## src/rtl/pipeline_hazard_ctrl_if.sv

```systemverilog
// pipeline_hazard_ctrl_if: ID-stage hazard inputs and pipeline-control outputs of the hazard unit
interface pipeline_hazard_ctrl_if #(
    parameter int REG_AW = 5,
    parameter int CNT_W  = 32
);
    logic              id_valid;
    logic [REG_AW-1:0] id_rs;
    logic [REG_AW-1:0] id_rt;
    logic              id_uses_rs;
    logic              id_uses_rt;
    logic [REG_AW-1:0] id_writereg;
    logic              id_regwrite;
    logic              id_memread;
    logic              id_branch;
    logic              pc_src;
    logic              halt;
    logic              stall_f;
    logic              stall_d;
    logic              flush_d;
    logic              flush_e;
    logic [1:0]        fwd_a_e;
    logic [1:0]        fwd_b_e;
    logic              fwd_a_d;
    logic              fwd_b_d;
    logic              drained;
    logic [CNT_W-1:0]  cnt_cycles;
    logic [CNT_W-1:0]  cnt_retired;
    logic [CNT_W-1:0]  cnt_stalls;
    logic [CNT_W-1:0]  cnt_flushes;

    modport master (
        output id_valid, id_rs, id_rt, id_uses_rs, id_uses_rt, id_writereg,
               id_regwrite, id_memread, id_branch, pc_src, halt,
        input  stall_f, stall_d, flush_d, flush_e, fwd_a_e, fwd_b_e, fwd_a_d,
               fwd_b_d, drained, cnt_cycles, cnt_retired, cnt_stalls, cnt_flushes
    );

    modport slave (
        input  id_valid, id_rs, id_rt, id_uses_rs, id_uses_rt, id_writereg,
               id_regwrite, id_memread, id_branch, pc_src, halt,
        output stall_f, stall_d, flush_d, flush_e, fwd_a_e, fwd_b_e, fwd_a_d,
               fwd_b_d, drained, cnt_cycles, cnt_retired, cnt_stalls, cnt_flushes
    );
endinterface

```

## src/rtl/pipeline_hazard_ctrl.sv

```systemverilog
// pipeline_hazard_ctrl: stall/flush/forward control with syscall drain; HAZ_STATS_EN adds perf counters
module pipeline_hazard_ctrl #(
    parameter int REG_AW = 5,
    parameter int CNT_W  = 32
) (
    input logic                  clk,
    input logic                  rst_n,
    pipeline_hazard_ctrl_if.slave hz
);
    localparam logic [1:0] RUN   = 2'd0;
    localparam logic [1:0] DRAIN = 2'd1;
    localparam logic [1:0] DONE  = 2'd2;

    logic              ex_v, ex_rw, ex_mr;
    logic [REG_AW-1:0] ex_rs, ex_rt, ex_wr;
    logic              mem_v, mem_rw, mem_mr;
    logic [REG_AW-1:0] mem_wr;
    logic              wb_v, wb_rw;
    logic [REG_AW-1:0] wb_wr;
    logic [1:0]        state, drain_cnt;
    logic              drained_q;
    logic              ex_hit_rs, ex_hit_rt, mem_hit_rs, mem_hit_rt;
    logic              mem_hit_ers, mem_hit_ert, wb_hit_ers, wb_hit_ert;
    logic              load_use, br_stall, stall, hold, flush_d_w;

    function automatic logic wr_hit(input logic v, input logic rw,
                                    input logic [REG_AW-1:0] wr, input logic [REG_AW-1:0] r);
        return v & rw & (wr == r) & (r != '0);
    endfunction

    assign ex_hit_rs   = wr_hit(ex_v, ex_rw, ex_wr, hz.id_rs);
    assign ex_hit_rt   = wr_hit(ex_v, ex_rw, ex_wr, hz.id_rt);
    assign mem_hit_rs  = wr_hit(mem_v, mem_rw, mem_wr, hz.id_rs);
    assign mem_hit_rt  = wr_hit(mem_v, mem_rw, mem_wr, hz.id_rt);
    assign mem_hit_ers = wr_hit(mem_v, mem_rw, mem_wr, ex_rs);
    assign mem_hit_ert = wr_hit(mem_v, mem_rw, mem_wr, ex_rt);
    assign wb_hit_ers  = wr_hit(wb_v, wb_rw, wb_wr, ex_rs);
    assign wb_hit_ert  = wr_hit(wb_v, wb_rw, wb_wr, ex_rt);

    assign load_use  = hz.id_valid & ex_mr & ((hz.id_uses_rs & ex_hit_rs) | (hz.id_uses_rt & ex_hit_rt));
    assign br_stall  = hz.id_valid & hz.id_branch & (ex_hit_rs | ex_hit_rt | (mem_mr & (mem_hit_rs | mem_hit_rt)));
    assign stall     = load_use | br_stall;
    assign hold      = stall | (state == DRAIN);
    assign flush_d_w = hz.pc_src & ~stall;

    assign hz.stall_f = hold;
    assign hz.stall_d = hold;
    assign hz.flush_e = hold;
    assign hz.flush_d = flush_d_w;
    assign hz.fwd_a_e = (mem_hit_ers & ~mem_mr) ? 2'b10 : wb_hit_ers ? 2'b01 : 2'b00;
    assign hz.fwd_b_e = (mem_hit_ert & ~mem_mr) ? 2'b10 : wb_hit_ert ? 2'b01 : 2'b00;
    assign hz.fwd_a_d = mem_hit_rs & ~mem_mr;
    assign hz.fwd_b_d = mem_hit_rt & ~mem_mr;
    assign hz.drained = drained_q;

    // Shadow scoreboard advances every cycle; a flushed ID enters EX as a bubble
    always_ff @(posedge clk or negedge rst_n) begin
        if (!rst_n) begin
            ex_v   <= 1'b0;
            ex_rw  <= 1'b0;
            ex_mr  <= 1'b0;
            ex_rs  <= '0;
            ex_rt  <= '0;
            ex_wr  <= '0;
            mem_v  <= 1'b0;
            mem_rw <= 1'b0;
            mem_mr <= 1'b0;
            mem_wr <= '0;
            wb_v   <= 1'b0;
            wb_rw  <= 1'b0;
            wb_wr  <= '0;
        end else begin
            ex_v   <= hz.id_valid & ~hold;
            ex_rw  <= hz.id_regwrite;
            ex_mr  <= hz.id_memread;
            ex_rs  <= hz.id_rs;
            ex_rt  <= hz.id_rt;
            ex_wr  <= hz.id_writereg;
            mem_v  <= ex_v;
            mem_rw <= ex_rw;
            mem_mr <= ex_mr;
            mem_wr <= ex_wr;
            wb_v   <= mem_v;
            wb_rw  <= mem_rw;
            wb_wr  <= mem_wr;
        end
    end

    // Halt FSM: three held drain cycles, then DONE; drained is DONE delayed one edge
    always_ff @(posedge clk or negedge rst_n) begin
        if (!rst_n) begin
            state     <= RUN;
            drain_cnt <= 2'd0;
            drained_q <= 1'b0;
        end else begin
            drained_q <= (state == DONE);
            if (state == RUN && hz.halt && !stall) begin
                state     <= DRAIN;
                drain_cnt <= 2'd0;
            end else if (state == DRAIN) begin
                drain_cnt <= drain_cnt + 2'd1;
                if (drain_cnt == 2'd2) state <= DONE;
            end
        end
    end

`ifdef HAZ_STATS_EN
    localparam logic [CNT_W-1:0] ONE = 1;
    logic [CNT_W-1:0] c_cyc, c_ret, c_stl, c_fls;

    // Wrapping event counters
    always_ff @(posedge clk or negedge rst_n) begin
        if (!rst_n) begin
            c_cyc <= '0;
            c_ret <= '0;
            c_stl <= '0;
            c_fls <= '0;
        end else begin
            if (state != DONE) c_cyc <= c_cyc + ONE;
            if (wb_v) c_ret <= c_ret + ONE;
            if (stall) c_stl <= c_stl + ONE;
            if (flush_d_w) c_fls <= c_fls + ONE;
        end
    end

    assign hz.cnt_cycles  = c_cyc;
    assign hz.cnt_retired = c_ret;
    assign hz.cnt_stalls  = c_stl;
    assign hz.cnt_flushes = c_fls;
`else
    assign hz.cnt_cycles  = {CNT_W{1'b0}};
    assign hz.cnt_retired = {CNT_W{1'b0}};
    assign hz.cnt_stalls  = {CNT_W{1'b0}};
    assign hz.cnt_flushes = {CNT_W{1'b0}};
`endif
endmodule

```

## src/flat_wrapper.sv

```systemverilog
// flat-port wrapper written by rule: the top's interface ports become plain ports
module pipeline_hazard_ctrl_flat 
#(
    parameter int REG_AW = 5,
    parameter int CNT_W  = 32
)
  (clk, rst_n, hz_id_valid, hz_id_rs, hz_id_rt, hz_id_uses_rs, hz_id_uses_rt, hz_id_writereg, hz_id_regwrite, hz_id_memread, hz_id_branch, hz_pc_src, hz_halt, hz_stall_f, hz_stall_d, hz_flush_d, hz_flush_e, hz_fwd_a_e, hz_fwd_b_e, hz_fwd_a_d, hz_fwd_b_d, hz_drained, hz_cnt_cycles, hz_cnt_retired, hz_cnt_stalls, hz_cnt_flushes);
  pipeline_hazard_ctrl_if #(.REG_AW(REG_AW), .CNT_W(CNT_W)) hz_i ();
  input logic clk;
  input logic rst_n;
  input wire logic [$bits(hz_i.id_valid)-1:0] hz_id_valid;
  input wire logic [$bits(hz_i.id_rs)-1:0] hz_id_rs;
  input wire logic [$bits(hz_i.id_rt)-1:0] hz_id_rt;
  input wire logic [$bits(hz_i.id_uses_rs)-1:0] hz_id_uses_rs;
  input wire logic [$bits(hz_i.id_uses_rt)-1:0] hz_id_uses_rt;
  input wire logic [$bits(hz_i.id_writereg)-1:0] hz_id_writereg;
  input wire logic [$bits(hz_i.id_regwrite)-1:0] hz_id_regwrite;
  input wire logic [$bits(hz_i.id_memread)-1:0] hz_id_memread;
  input wire logic [$bits(hz_i.id_branch)-1:0] hz_id_branch;
  input wire logic [$bits(hz_i.pc_src)-1:0] hz_pc_src;
  input wire logic [$bits(hz_i.halt)-1:0] hz_halt;
  output wire logic [$bits(hz_i.stall_f)-1:0] hz_stall_f;
  output wire logic [$bits(hz_i.stall_d)-1:0] hz_stall_d;
  output wire logic [$bits(hz_i.flush_d)-1:0] hz_flush_d;
  output wire logic [$bits(hz_i.flush_e)-1:0] hz_flush_e;
  output wire logic [$bits(hz_i.fwd_a_e)-1:0] hz_fwd_a_e;
  output wire logic [$bits(hz_i.fwd_b_e)-1:0] hz_fwd_b_e;
  output wire logic [$bits(hz_i.fwd_a_d)-1:0] hz_fwd_a_d;
  output wire logic [$bits(hz_i.fwd_b_d)-1:0] hz_fwd_b_d;
  output wire logic [$bits(hz_i.drained)-1:0] hz_drained;
  output wire logic [$bits(hz_i.cnt_cycles)-1:0] hz_cnt_cycles;
  output wire logic [$bits(hz_i.cnt_retired)-1:0] hz_cnt_retired;
  output wire logic [$bits(hz_i.cnt_stalls)-1:0] hz_cnt_stalls;
  output wire logic [$bits(hz_i.cnt_flushes)-1:0] hz_cnt_flushes;
  assign hz_i.id_valid = hz_id_valid;
  assign hz_i.id_rs = hz_id_rs;
  assign hz_i.id_rt = hz_id_rt;
  assign hz_i.id_uses_rs = hz_id_uses_rs;
  assign hz_i.id_uses_rt = hz_id_uses_rt;
  assign hz_i.id_writereg = hz_id_writereg;
  assign hz_i.id_regwrite = hz_id_regwrite;
  assign hz_i.id_memread = hz_id_memread;
  assign hz_i.id_branch = hz_id_branch;
  assign hz_i.pc_src = hz_pc_src;
  assign hz_i.halt = hz_halt;
  assign hz_stall_f = hz_i.stall_f;
  assign hz_stall_d = hz_i.stall_d;
  assign hz_flush_d = hz_i.flush_d;
  assign hz_flush_e = hz_i.flush_e;
  assign hz_fwd_a_e = hz_i.fwd_a_e;
  assign hz_fwd_b_e = hz_i.fwd_b_e;
  assign hz_fwd_a_d = hz_i.fwd_a_d;
  assign hz_fwd_b_d = hz_i.fwd_b_d;
  assign hz_drained = hz_i.drained;
  assign hz_cnt_cycles = hz_i.cnt_cycles;
  assign hz_cnt_retired = hz_i.cnt_retired;
  assign hz_cnt_stalls = hz_i.cnt_stalls;
  assign hz_cnt_flushes = hz_i.cnt_flushes;
  pipeline_hazard_ctrl #(.REG_AW(REG_AW), .CNT_W(CNT_W)) u_core (.clk(clk), .rst_n(rst_n), .hz(hz_i));
endmodule
```

## config.mk

```make
export PLATFORM = sky130hd
export DESIGN_NAME = pipeline_hazard_ctrl_flat
export DESIGN_NICKNAME = d
export VERILOG_FILES = /design/src/rtl/pipeline_hazard_ctrl_if.sv /design/src/rtl/pipeline_hazard_ctrl.sv /design/src/flat_wrapper.sv
export SDC_FILE = /design/constraint.sdc
export NUM_CORES = 1
export LEC_CHECK = 0
export ABC_AREA = 1
export CAP_MARGIN = 20
export CORE_ASPECT_RATIO = 0.5
export CORE_MARGIN = 3
export CORE_UTILIZATION = 42
export DETAILED_ROUTE_END_ITERATION = 8
export GPL_ROUTABILITY_DRIVEN = 0
export HOLD_SLACK_MARGIN = 0.1
export PLACE_DENSITY = 0.88
export SLEW_MARGIN = 10
export SYNTH_ARGS = -nofsm -noshare
export SYNTH_HDL_FRONTEND = slang
export SYNTH_SLANG_ARGS = --single-unit
```

## constraint.sdc

```tcl
create_clock -name clk -period 3.3 [get_ports clk]
set_input_delay 0.495 -clock clk [delete_from_list [all_inputs] [get_ports clk]]
set_output_delay 0.495 -clock clk [all_outputs]
set_load 0.02 [all_outputs]
```

After elaboration in Yosys (flattened, before gate mapping)

Index checks and enable logic that the tools add are counted.

Shift operators: 0
Equality and inequality tests: 11
Mux-type cells: 9
Multipliers: 0
Order comparisons: 0
Divide/modulo/power cells: 0
Add/subtract/negate cells: 1
Bitwise logic cells: 41
Reductions and logical operators: 11

Operators by type and width:

| cell                                                                  | count |
|---|---|
| 5-bit equality test                                                   | 8 |
| 1-bit bitwise AND                                                     | 32 |
| 5-bit nonzero test                                                    | 4 |
| 2-bit 2-to-1 mux                                                      | 7 |
| 1-bit bitwise OR                                                      | 6 |
| 2-bit equality test, second input constant                            | 2 |
| 2-bit nonzero test                                                    | 2 |
| 1-bit NOT                                                             | 3 |
| 2-bit by 1-bit adder with 2-bit output, second input constant         | 1 |
| 2-bit by 1-bit equality test with 1-bit output, second input constant | 1 |
| 1-bit logical AND                                                     | 2 |
| 2-bit zero test                                                       | 1 |
| 1-bit 2-to-1 mux                                                      | 2 |
| 2-bit AND reduction                                                   | 1 |
| 1-bit zero test                                                       | 1 |

Output and inout bits: 139
Bits of input ports: 25
Memory bits (read-only): 0
RAM bits: 0
Memories: 0
Register bits: 38
Bits in latches: 0
Logic and storage cells: 89

Logic depth before layout (Yosys ltp)

Gate-level depths: netlist of the first run.

Depth in word-level cells: 12
Mapped depth: 14
Depth with buffers taken out: 14

Least setup slack after synthesis of the first run

OpenSTA, ideal clock, no wires.

Kind: input port to output port
Start: input hz_id_rt[0]
End: output hz_stall_d
Cell stages on the path: 11
Arrival: 1.556 ns
Data required time: 2.805 ns
Slack: 1.249 ns
Path buffers: 1
Path through: nor2_1 > nand2_1 > nor2_1 > nor2_1 > nand2_1 > nand2_1 > nand2_1 > nand2_1 > nand2_2 > nand3_1 > buf_4

Word-level cells in the longest chain between the ends: 9
Elaborated cells between the ends (all ways): 17
Classes of those cells: 2 x eq/ne; 14 x bitwise; 1 x reduce/logical

Ends and longest elaborated chain:

| item                            | RTL line                   | source |
|---|---|---|
| from (decl)                     | flat_wrapper.sv:13         | `input wire logic [$bits(hz_i.id_rt)-1:0] hz_id_rt;` |
| 5-bit equality test             | pipeline_hazard_ctrl.sv:28 | `return v & rw & (wr == r) & (r != '0);` |
| 1-bit bitwise AND (2 in series) | pipeline_hazard_ctrl.sv:28 |  |
| 1-bit bitwise OR                | pipeline_hazard_ctrl.sv:41 | `assign br_stall = hz.id_valid & hz.id_branch & (ex_hit_rs \| ex_hit_rt \| (mem_mr & (mem_hit_rs \| mem_hit_rt)));` |
| 1-bit bitwise AND               | pipeline_hazard_ctrl.sv:41 |  |
| 1-bit bitwise OR                | pipeline_hazard_ctrl.sv:41 |  |
| 1-bit bitwise AND               | pipeline_hazard_ctrl.sv:41 |  |
| 1-bit bitwise OR (*)            | pipeline_hazard_ctrl.sv:42 | `assign stall = load_use \| br_stall;` |
| 1-bit bitwise OR (*)            | pipeline_hazard_ctrl.sv:43 | `assign hold = stall \| (state == DRAIN);` |
| to (decl)                       | flat_wrapper.sv:23         | `output wire logic [$bits(hz_i.stall_d)-1:0] hz_stall_d;` |

Mark *: on every way between the ends. The rest lies on a longest branch, timed or not.

Final worst setup path of the first run

Start: input hz_id_rs[3]
End: output hz_stall_d

Word-level cells in the longest chain between the ends: 9
Elaborated cells between the ends (all ways): 17
Classes of those cells: 2 x eq/ne; 14 x bitwise; 1 x reduce/logical

Ends and longest elaborated chain:

| item                            | RTL line                   | source |
|---|---|---|
| from (decl)                     | flat_wrapper.sv:12         | `input wire logic [$bits(hz_i.id_rs)-1:0] hz_id_rs;` |
| 5-bit equality test             | pipeline_hazard_ctrl.sv:28 |  |
| 1-bit bitwise AND (2 in series) | pipeline_hazard_ctrl.sv:28 |  |
| 1-bit bitwise OR                | pipeline_hazard_ctrl.sv:41 |  |
| 1-bit bitwise AND               | pipeline_hazard_ctrl.sv:41 |  |
| 1-bit bitwise OR                | pipeline_hazard_ctrl.sv:41 |  |
| 1-bit bitwise AND               | pipeline_hazard_ctrl.sv:41 |  |
| 1-bit bitwise OR (*)            | pipeline_hazard_ctrl.sv:42 |  |
| 1-bit bitwise OR (*)            | pipeline_hazard_ctrl.sv:43 |  |

Marks and branches as above.

==> results of run 1 <==
[metal layers]
layer	track usage	part of all wire
met1	0.1421	0.35
met2	0.2133	0.53
met3	0.02210	0.095
met4	0.06834	0.024
met5	0	0
[worst paths after layout]
kind	start	end	slack, ns
setup / recovery	hz_id_rs[3]	hz_stall_d	0.17
hold reg to reg	u_core.mem_rw	u_core.wb_rw	0.37
max in group asynchronous	rst_n	u_core.wb_wr[0]	2.31
min in group asynchronous	rst_n	u_core.mem_wr[1]	0.66
setup reg to reg	u_core.mem_wr[0]	u_core.ex_v	1.73
hold / removal	u_core.mem_rw	u_core.wb_rw	0.37
[critical path, cell delays in order]
cell             delay [ns]
clkdlybuf4s50_1        0.53
inv_1                  0.10
nand2_1                0.07
nand2_1                0.06
a21oi_1                0.13
nand2_1                0.07
nor2_1                 0.14
nand2_1                0.07
nand2_1                0.07
nand2_1                0.09
nand3_1                0.17
clkdlybuf4s50_1        0.64
[where the power goes]
group | switching [mW] | internal, mW
Clock | 0.173 | 0.272
Sequential | 0.0217 | 0.487
Combinational | 0.196 | 0.0557
Total | 0.391 | 0.815
[area by class of cell]
type	instances	area, um2	share of cell area
clock inverters	2	10.01	0.003391
clock buffers	5	125.1	0.04239
multi-input cells	290	1237	0.4192
inverters	42	157.7	0.05341
flip-flops and latches	38	950.9	0.3222
well taps	88	110.1	0.03730
repair buffers	36	360.3	0.1221
[synthesized netlist by cell type, drive strengths merged, types with 2 or more instances]
| cell type | count | area, um2 |
|---|---|---|
| nand3 | 7 | 40.04 |
| o21ai | 10 | 50.04 |
| a21oi | 4 | 20.02 |
| dfrtp | 38 | 950.9 |
| or2 | 2 | 12.51 |
| buf | 130 | 975.9 |
| nand2 | 87 | 329.1 |
| nor4 | 3 | 25.02 |
| nor2 | 26 | 100.1 |
| o22ai | 2 | 12.51 |
| nand4 | 3 | 18.77 |
| xor2 | 6 | 52.55 |
| inv | 42 | 157.6 |
| a221oi | 2 | 17.52 |
[cells by family (layout without fill, tap and decap cells)]
group / count (synthesis) / after routing / synth area share
buffers and inverters: 172 / 85 / 0.3984
and+or+nand+nor: 133 / 133 / 0.1961
DFF: 38 / 38 / 0.3342
AOI/OAI and AO/OA: 22 / 22 / 0.04705
xor gates and xnor gates: 6 / 6 / 0.01847
adders and majority gates: 1 / 1 / 0.004397
other: 1 / 128 / 0.001318
[through the flow]
step	cell area [um2]	power, mW	setup slack (ns)	util	hold WS [ns]
after floorplan	3322	0.8129	1.249	-	0.1994
after CTS	2949	1.206	0.1672	0.4677	0.3719
after global placement	2814	0.7574	0.2404	0.4462	0.3579
after global routing	2952	1.258	0.002780	0.4681	0.3897
final	2952	1.206	0.1661	0.4681	0.3704
after detailed placement	2814	0.7618	0.1782	0.4462	0.3598
[sequential cells by signal (all words and copies together), names as in the netlist]
name / flops
u_core.ex_rw: 1
u_core.mem_rw: 1
u_core.ex_rs: 5
u_core.drain_cnt: 2
u_core.ex_wr: 5
u_core.wb_rw: 1
u_core.state: 2
u_core.mem_mr: 1
u_core.ex_v: 1
u_core.mem_v: 1
u_core.ex_rt: 5
u_core.wb_v: 1
u_core.mem_wr: 5
u_core.wb_wr: 5
u_core.hz.drained: 1
u_core.ex_mr: 1
==> impl_results.md, run 1 <==
* Root Driver: clkbuf_16
* PwrDens at 408.5 nW/um2
* Period utilization at 0.9497
* Drt total wl at 5218 um
* CTS tree: yes
* Final antenna-violating net count at 0
* Type of the worst setup path: in2out
* Initial Util at 0.4512
* Fillers at 598
* Post-layout min period at 3.134 ns
* CTS buffer count at 5
* # Max-Cap Violations at 0
* Final setup fails at 0
* Vias per cell at 4.058
* Placement row count at 20
* Vias in the first global route at 1,747
* Number of diodes at 0
* CP Capture Type: output port
* Drc violations at 0
* PortBufs at 35
* Gate Count Post-Synth at 373
* Synth Flop Type: dfrtp_1
* Wirelength per Cell at 10.42 um
* Post-Layout Cell Count at 501
* Crit Path Max Fanout at 4
* Fmax at 0.3191 GHz
* Seq cells post-synth at 38
* Drt initial violations at 182
* Number of flops mapped to enable cells by yosys at 0
* Mean post-synth cell area at 7.628 um2
* Synth-to-layout area growth at 3.738%
* Sequential fraction of the synthesis area at 0.3342
* Commonest cells after routing, fill and taps aside: conb_1, nand2_1, inv_1, dfrtp_1, clkdlybuf4s50_1
* Mapped Area at 2845 um2
* Hold path depth at 0
* Cts repair resizes at 0
* Routed via count at 2,033
* Fraction of layout cells with a size suffix above 1 at 0.04358
* Final Hold Fails at 0
* Post-Place Cells at 494
* Fin Clk Skew at 0.003740 ns
* Layout Nets at 439
* GRT Util Overall at 0.1222
* Synth cell types at 31
* Slew Viols, Final at 0
* Most common cell after layout, fill and taps aside: conb_1
* Number of hold buffers added after cts at 0
* Arrival @ worst endpoint at 2.64 ns
* Total gr overflow at 0
* Core area at 6306 um2
* Largest net degree at the start of global routing at 39
* Clk slew on worst S/H paths at 0.05 ns
* Die width at 122.4 um
* Leak pwr at 1.649 nW
* CTS H-tree lvls at 2
* Clock latency on the worst-skew pair at 0.28 ns
* Critical Path RT at 2.80 ns
* Die ar. at 7858 um2
* Ys Warns at 0
* Initial antenna violation count at 0
* CP Launch Type: primary input
* Setup_tns at 0 ns
* Drt pass-1 iters at 4
* Min-Delay Path Class: reg2reg
* # IOs at 164
* Max Buffers Root-to-Sink at 2
* Clock sink count at 38
* Worst VDD drop at 0.1944 mV
* Fraction of registers with async set/reset at 1.000
* Unrepaired setup endpoints after global routing: no
* Postcts setup bufs at 0
* Worst Reg-to-Reg Cells at 11
* Hpwl dp at 4183 um
* DIE HEIGHT at 64.20 um
* Global-route wire length before repair at 7728 um
* Status: complete, no violations
Note: power is estimated with default switching activity, not from simulation.
==> inputs of run 2 (changes only) <==
--- a/config.mk
+++ b/config.mk
@@ -9,11 +9,11 @@
 export CAP_MARGIN = 20
 export CORE_ASPECT_RATIO = 0.5
 export CORE_MARGIN = 3
-export CORE_UTILIZATION = 42
+export CORE_UTILIZATION = 35
 export DETAILED_ROUTE_END_ITERATION = 8
 export GPL_ROUTABILITY_DRIVEN = 0
 export HOLD_SLACK_MARGIN = 0.1
-export PLACE_DENSITY = 0.88
+export PLACE_DENSITY = 0.75
 export SLEW_MARGIN = 10
 export SYNTH_ARGS = -nofsm -noshare
 export SYNTH_HDL_FRONTEND = slang
==> run 2 against run 1 <==
  * Worst hold slack better by 0.0032 ns
  * Clock skew hardly changed
  * Final cell count is 4.0% higher
  * Largest cell class unchanged
  * Highest routed layer unchanged
==> impl_results.md, run 2 (same netlist as run 1, synthesis figures left out) <==
* Most Frequent Cell on Critical Path: nand2_1
* Drt initial violations at 90
* CP Capture Type: output port
* Min Hold Slack at 0.3736 ns
* CTS H-tree lvls at 2
* Post-Layout Cell Count at 521
* Min-Delay Path Class: reg2reg
* Worst Reg-to-Reg Cells at 12
* Final setup fails at 0
* Placed instance area at 2839 um2
* Post-Place Cells at 514
* Fraction of layout cells with a size suffix above 1 at 0.04358
* CTS tree: yes
* Post-place setup slack at 0.1739 ns
* Type of the worst setup path: in2out
* Crit Path Max Fanout at 5
* Min setup slack post-route at 0.2593 ns
* GRT Util Overall at 0.1044
* CP endpoint: hz_flush_d
* Leak pwr at 1.699 nW
* Period utilization at 0.9214
* Final antenna-violating net count at 0
* Post-layout min period at 3.041 ns
* Number of diodes at 0
* Clock latency on the worst-skew pair at 0.28 ns
* Largest net degree at the start of global routing at 39
* Drc violations at 0
* Post-route cell area at 3015 um2
* Drt total wl at 5108 um
* Root Driver: clkbuf_16
* Layout Nets at 439
* CP Launch Type: primary input
* PortBufs at 35
* Max Buffers Root-to-Sink at 2
* Die ar. at 9313 um2
* Wirelength per Cell at 9.804 um
* Worst VDD drop at 0.1774 mV
* CP peak stage delay at 0.54 ns
* Reg2reg setup slack at 1.81 ns
* Total gr overflow at 0
* Global-route wire length before repair at 8107 um
* # Max-Cap Violations at 0
* Hpwl dp at 4156 um
* Placement row count at 22
* CTS buffer count at 5
* Vias per cell at 3.779
* Pwr Total at 1.303 mW
* Setup_tns at 0 ns
* RR Endpoint: u_core.ex_v
* Postcts setup bufs at 0
* Reg2reg start: u_core.mem_wr[2]
* Vias in the first global route at 1,736
* Initial Util at 0.3745
* Fmax at 0.3289 GHz
* Core Util, Final at 0.3969
* Final Hold Fails at 0
* Fin Clk Skew at 0.003545 ns
* Unrepaired setup endpoints after global routing: no
* Arrival @ worst endpoint at 2.55 ns
* # IOs at 164
* Initial antenna violation count at 0
* Synth-to-layout area growth at 5.981%
* Critical Path RT at 2.80 ns
* PwrDens at 432.1 nW/um2
* Slew Viols, Final at 0
* Origin of the worst setup path: hz_id_rt[2]
* CP Cell Sequence: clkdlybuf4s50_1 > inv_1 > nand2_1 > nand3_1 > nor2_1 > nand2_1 > nor2_1 > nand2_1 > nand2_1 > nand2_1 > and3_1 > clkdlybuf4s50_1
* Routed via count at 1,969
* Most common cell after layout, fill and taps aside: conb_1
* Drt pass-1 iters at 4
* Die width at 133.5 um
* Status: complete, no violations
* Clk slew on worst S/H paths at 0.05 ns
* DIE HEIGHT at 69.76 um
* Core area at 7597 um2
* Clock sink count at 38
* CP max-delay cell: clkdlybuf4s50_1
* Commonest cells after routing, fill and taps aside: conb_1, nand2_1, inv_1, dfrtp_1, clkdlybuf4s50_1
run 2: worst max-delay path: cells and delay by family:
kind	cells	cell delay, ns
buffers and inverters	3	1.17
AND/OR/NAND/NOR	9	0.89
run 2: where the power goes:
part           switching [mW]  leakage, nW  internal [mW]
Combinational           0.194         1.18         0.0556
Sequential             0.0217        0.434          0.487
Clock                   0.172       0.0829          0.372
run 2: layout make-up:
| class | instances | area [um2] |
|---|---|---|
| Fill cell | 765 | 4582 |
| Multi-Input combinational cell | 290 | 1237 |
| Inverter | 42 | 157.7 |
| Clock buffer | 6 | 138.9 |
| Sequential cell | 38 | 950.9 |
| Clock inverter | 1 | 30.03 |
| Tap cell | 108 | 135.1 |
| Timing Repair Buffer | 36 | 365.4 |
run 2: how the worst min path moves through the flow:
| stage | start | to | slack, ns | cells past startpoint |
|---|---|---|---|---|
| 6_report | u_core.ex_mr | u_core.mem_mr | 0.37 | 0 |
| 2_1_floorplan | rst_n | u_core.drain_cnt[0] | 0.20 | 0 |
| 3_3_place_gp | u_core.ex_mr | u_core.mem_mr | 0.36 | 0 |
| 4_1_cts | u_core.ex_mr | u_core.mem_mr | 0.37 | 0 |
| 3_5_place_dp | u_core.ex_mr | u_core.mem_mr | 0.36 | 0 |
| 5_1_grt | u_core.ex_mr | u_core.mem_mr | 0.39 | 0 |
run 2: repair_timing:
action,4_1_cts,5_1_grt
endpoints found under the setup margin,0,3
gates resized for setup,0,3
hold buffers,0,0
run 2: per-layer routing:
layer  global-route usage  routed length, um  up-vias  share of wire
met3              0.02826                445        6          0.087
met5                    0                  0        -              0
met2               0.1899               2643       96           0.52
met1               0.1209               1972      904           0.39
met4              0.02965                 47        0         0.0092
li1                     -                  -      963              -
==> inputs of run 3 (changes only) <==
--- a/config.mk
+++ b/config.mk
@@ -13,6 +13,7 @@
 export DETAILED_ROUTE_END_ITERATION = 8
 export GPL_ROUTABILITY_DRIVEN = 0
 export HOLD_SLACK_MARGIN = 0.1
+export MAX_ROUTING_LAYER = met4
 export PLACE_DENSITY = 0.75
 export SLEW_MARGIN = 10
 export SYNTH_ARGS = -nofsm -noshare
==> run 3 against run 2 <==
  * Via count shrank 0.10%
  * Cell area stayed put
  * Critical path type unchanged
  * Sequential cell count unchanged
  * Sequential share of layout area stayed put
  * Wire length is essentially flat
==> impl_results.md, run 3 (same netlist as run 1, synthesis figures left out) <==
* Post-route cell area at 3015 um2
* Most Frequent Cell on Critical Path: nand2_1
* Drc violations at 0
* Die ar. at 9313 um2
* CP max-delay cell: clkdlybuf4s50_1
* Initial Util at 0.3745
* Reg2reg setup slack at 1.81 ns
* Fillers at 765
* Post-Layout Cell Count at 521
* Drt pass-1 iters at 4
* Vias in the first global route at 1,737
* GRT Util Overall at 0.1074
* Final Hold Fails at 0
* Crit Path Max Fanout at 5
* Type of the worst setup path: in2out
* Layout Nets at 439
* Status: complete, no violations
* CP Capture Type: output port
* Arrival @ worst endpoint at 2.55 ns
* Setup_tns at 0 ns
* Min-Delay Path Class: reg2reg
* Number of diodes at 0
* Min Hold Slack at 0.3736 ns
* CP Cell Sequence: clkdlybuf4s50_1 > inv_1 > nand2_1 > nand3_1 > nor2_1 > nand2_1 > nor2_1 > nand2_1 > nand2_1 > nand2_1 > and3_1 > clkdlybuf4s50_1
* Wirelength per Cell at 9.802 um
* Synth-to-layout area growth at 5.981%
* Global-route wire length before repair at 8114 um
* Most common cell after layout, fill and taps aside: conb_1
* Max Buffers Root-to-Sink at 2
* Drt total wl at 5107 um
* Postcts setup bufs at 0
* Root Driver: clkbuf_16
* Routed via count at 1,967
* Placement row count at 22
* # Max-Cap Violations at 0
* Unrepaired setup endpoints after global routing: no
* Vias per cell at 3.775
* Period utilization at 0.9216
* PortBufs at 35
* Critical Path RT at 2.80 ns
* Post-layout min period at 3.041 ns
* DIE HEIGHT at 69.76 um
* Drt initial violations at 90
* PwrDens at 432.0 nW/um2
* Fin Clk Skew at 0.003566 ns
* Commonest cells after routing, fill and taps aside: conb_1, nand2_1, inv_1, dfrtp_1, clkdlybuf4s50_1
* Post-Place Cells at 514
* # IOs at 164
* Placed instance area at 2839 um2
* CTS H-tree lvls at 2
* Fmax at 0.3288 GHz
* Leak pwr at 1.699 nW
* CP peak stage delay at 0.54 ns
* Clk slew on worst S/H paths at 0.05 ns
* Largest net degree at the start of global routing at 39
* Worst VDD drop at 0.1774 mV
* Total gr overflow at 0
* Final setup fails at 0
* CTS tree: yes
* Pwr Total at 1.303 mW
* Core area at 7597 um2
* Final antenna-violating net count at 0
* CP Launch Type: primary input
* Initial antenna violation count at 0
* Number of hold buffers added after cts at 0
* Clock sink count at 38
* Hpwl dp at 4156 um
* Cts repair resizes at 0
* CTS buffer count at 5
* Clock latency on the worst-skew pair at 0.28 ns
* Die width at 133.5 um
* Slew Viols, Final at 0
* Fraction of layout cells with a size suffix above 1 at 0.04358
==> run 3: critical path: cells and delay by family <==
| kind | cells | cell delay, ns |
|---|---|---|
| buffers and inverters | 3 | 1.17 |
| and+or+nand+nor | 9 | 0.89 |
==> run 3: worst paths after layout <==
| path | end | cells after the start | startpoint |
|---|---|---|---|
| max | hz_flush_d | 12 | hz_id_rt[2] |
| max reg2reg | u_core.ex_v | 12 | u_core.mem_wr[2] |
| min in group asynchronous | u_core.mem_wr[2] | 2 | rst_n |
| min reg2reg | u_core.mem_mr | 0 | u_core.ex_mr |
| min | u_core.mem_mr | 0 | u_core.ex_mr |
| max in group asynchronous | u_core.ex_wr[0] | 2 | rst_n |
==> run 3: area by class of cell <==
| type | count | area [um2] | area share |
|---|---|---|---|
| multi-input combinational | 290 | 1237 | 0.4104 |
| sequential | 38 | 950.9 | 0.3154 |
| clock buffer | 6 | 138.9 | 0.04606 |
| inverter | 42 | 157.7 | 0.05228 |
| tap | 108 | 135.1 | 0.04481 |
| clock inverter | 1 | 30.03 | 0.009959 |
| timing repair buffer | 36 | 365.4 | 0.1212 |
==> run 3: per-stage QoR <==
| step | utilization | setup slack, ns |
|---|---|---|
| 2_1_floorplan | - | 1.249 |
| 3_3_place_gp | 0.3737 | 0.2242 |
| 3_5_place_dp | 0.3737 | 0.1739 |
| 4_1_cts | 0.3959 | 0.1746 |
| 5_1_grt | 0.3969 | 0.03931 |
| 6_report | 0.3969 | 0.2587 |
==> run 3: layer usage <==
layer | vias up | routed length (um) | GRT usage
met5 | - | 0 | -
met4 | 0 | 35 | 0.02965
li1 | 963 | - | -
met3 | 4 | 442 | 0.02681
met1 | 902 | 1978 | 0.1218
met2 | 98 | 2651 | 0.1899
==> run 3: report_power, final <==
part | total, mW | switching, mW | internal (mW)
combinational | 0.250 | 0.194 | 0.0556
sequential | 0.509 | 0.0217 | 0.487
clock | 0.544 | 0.171 | 0.372
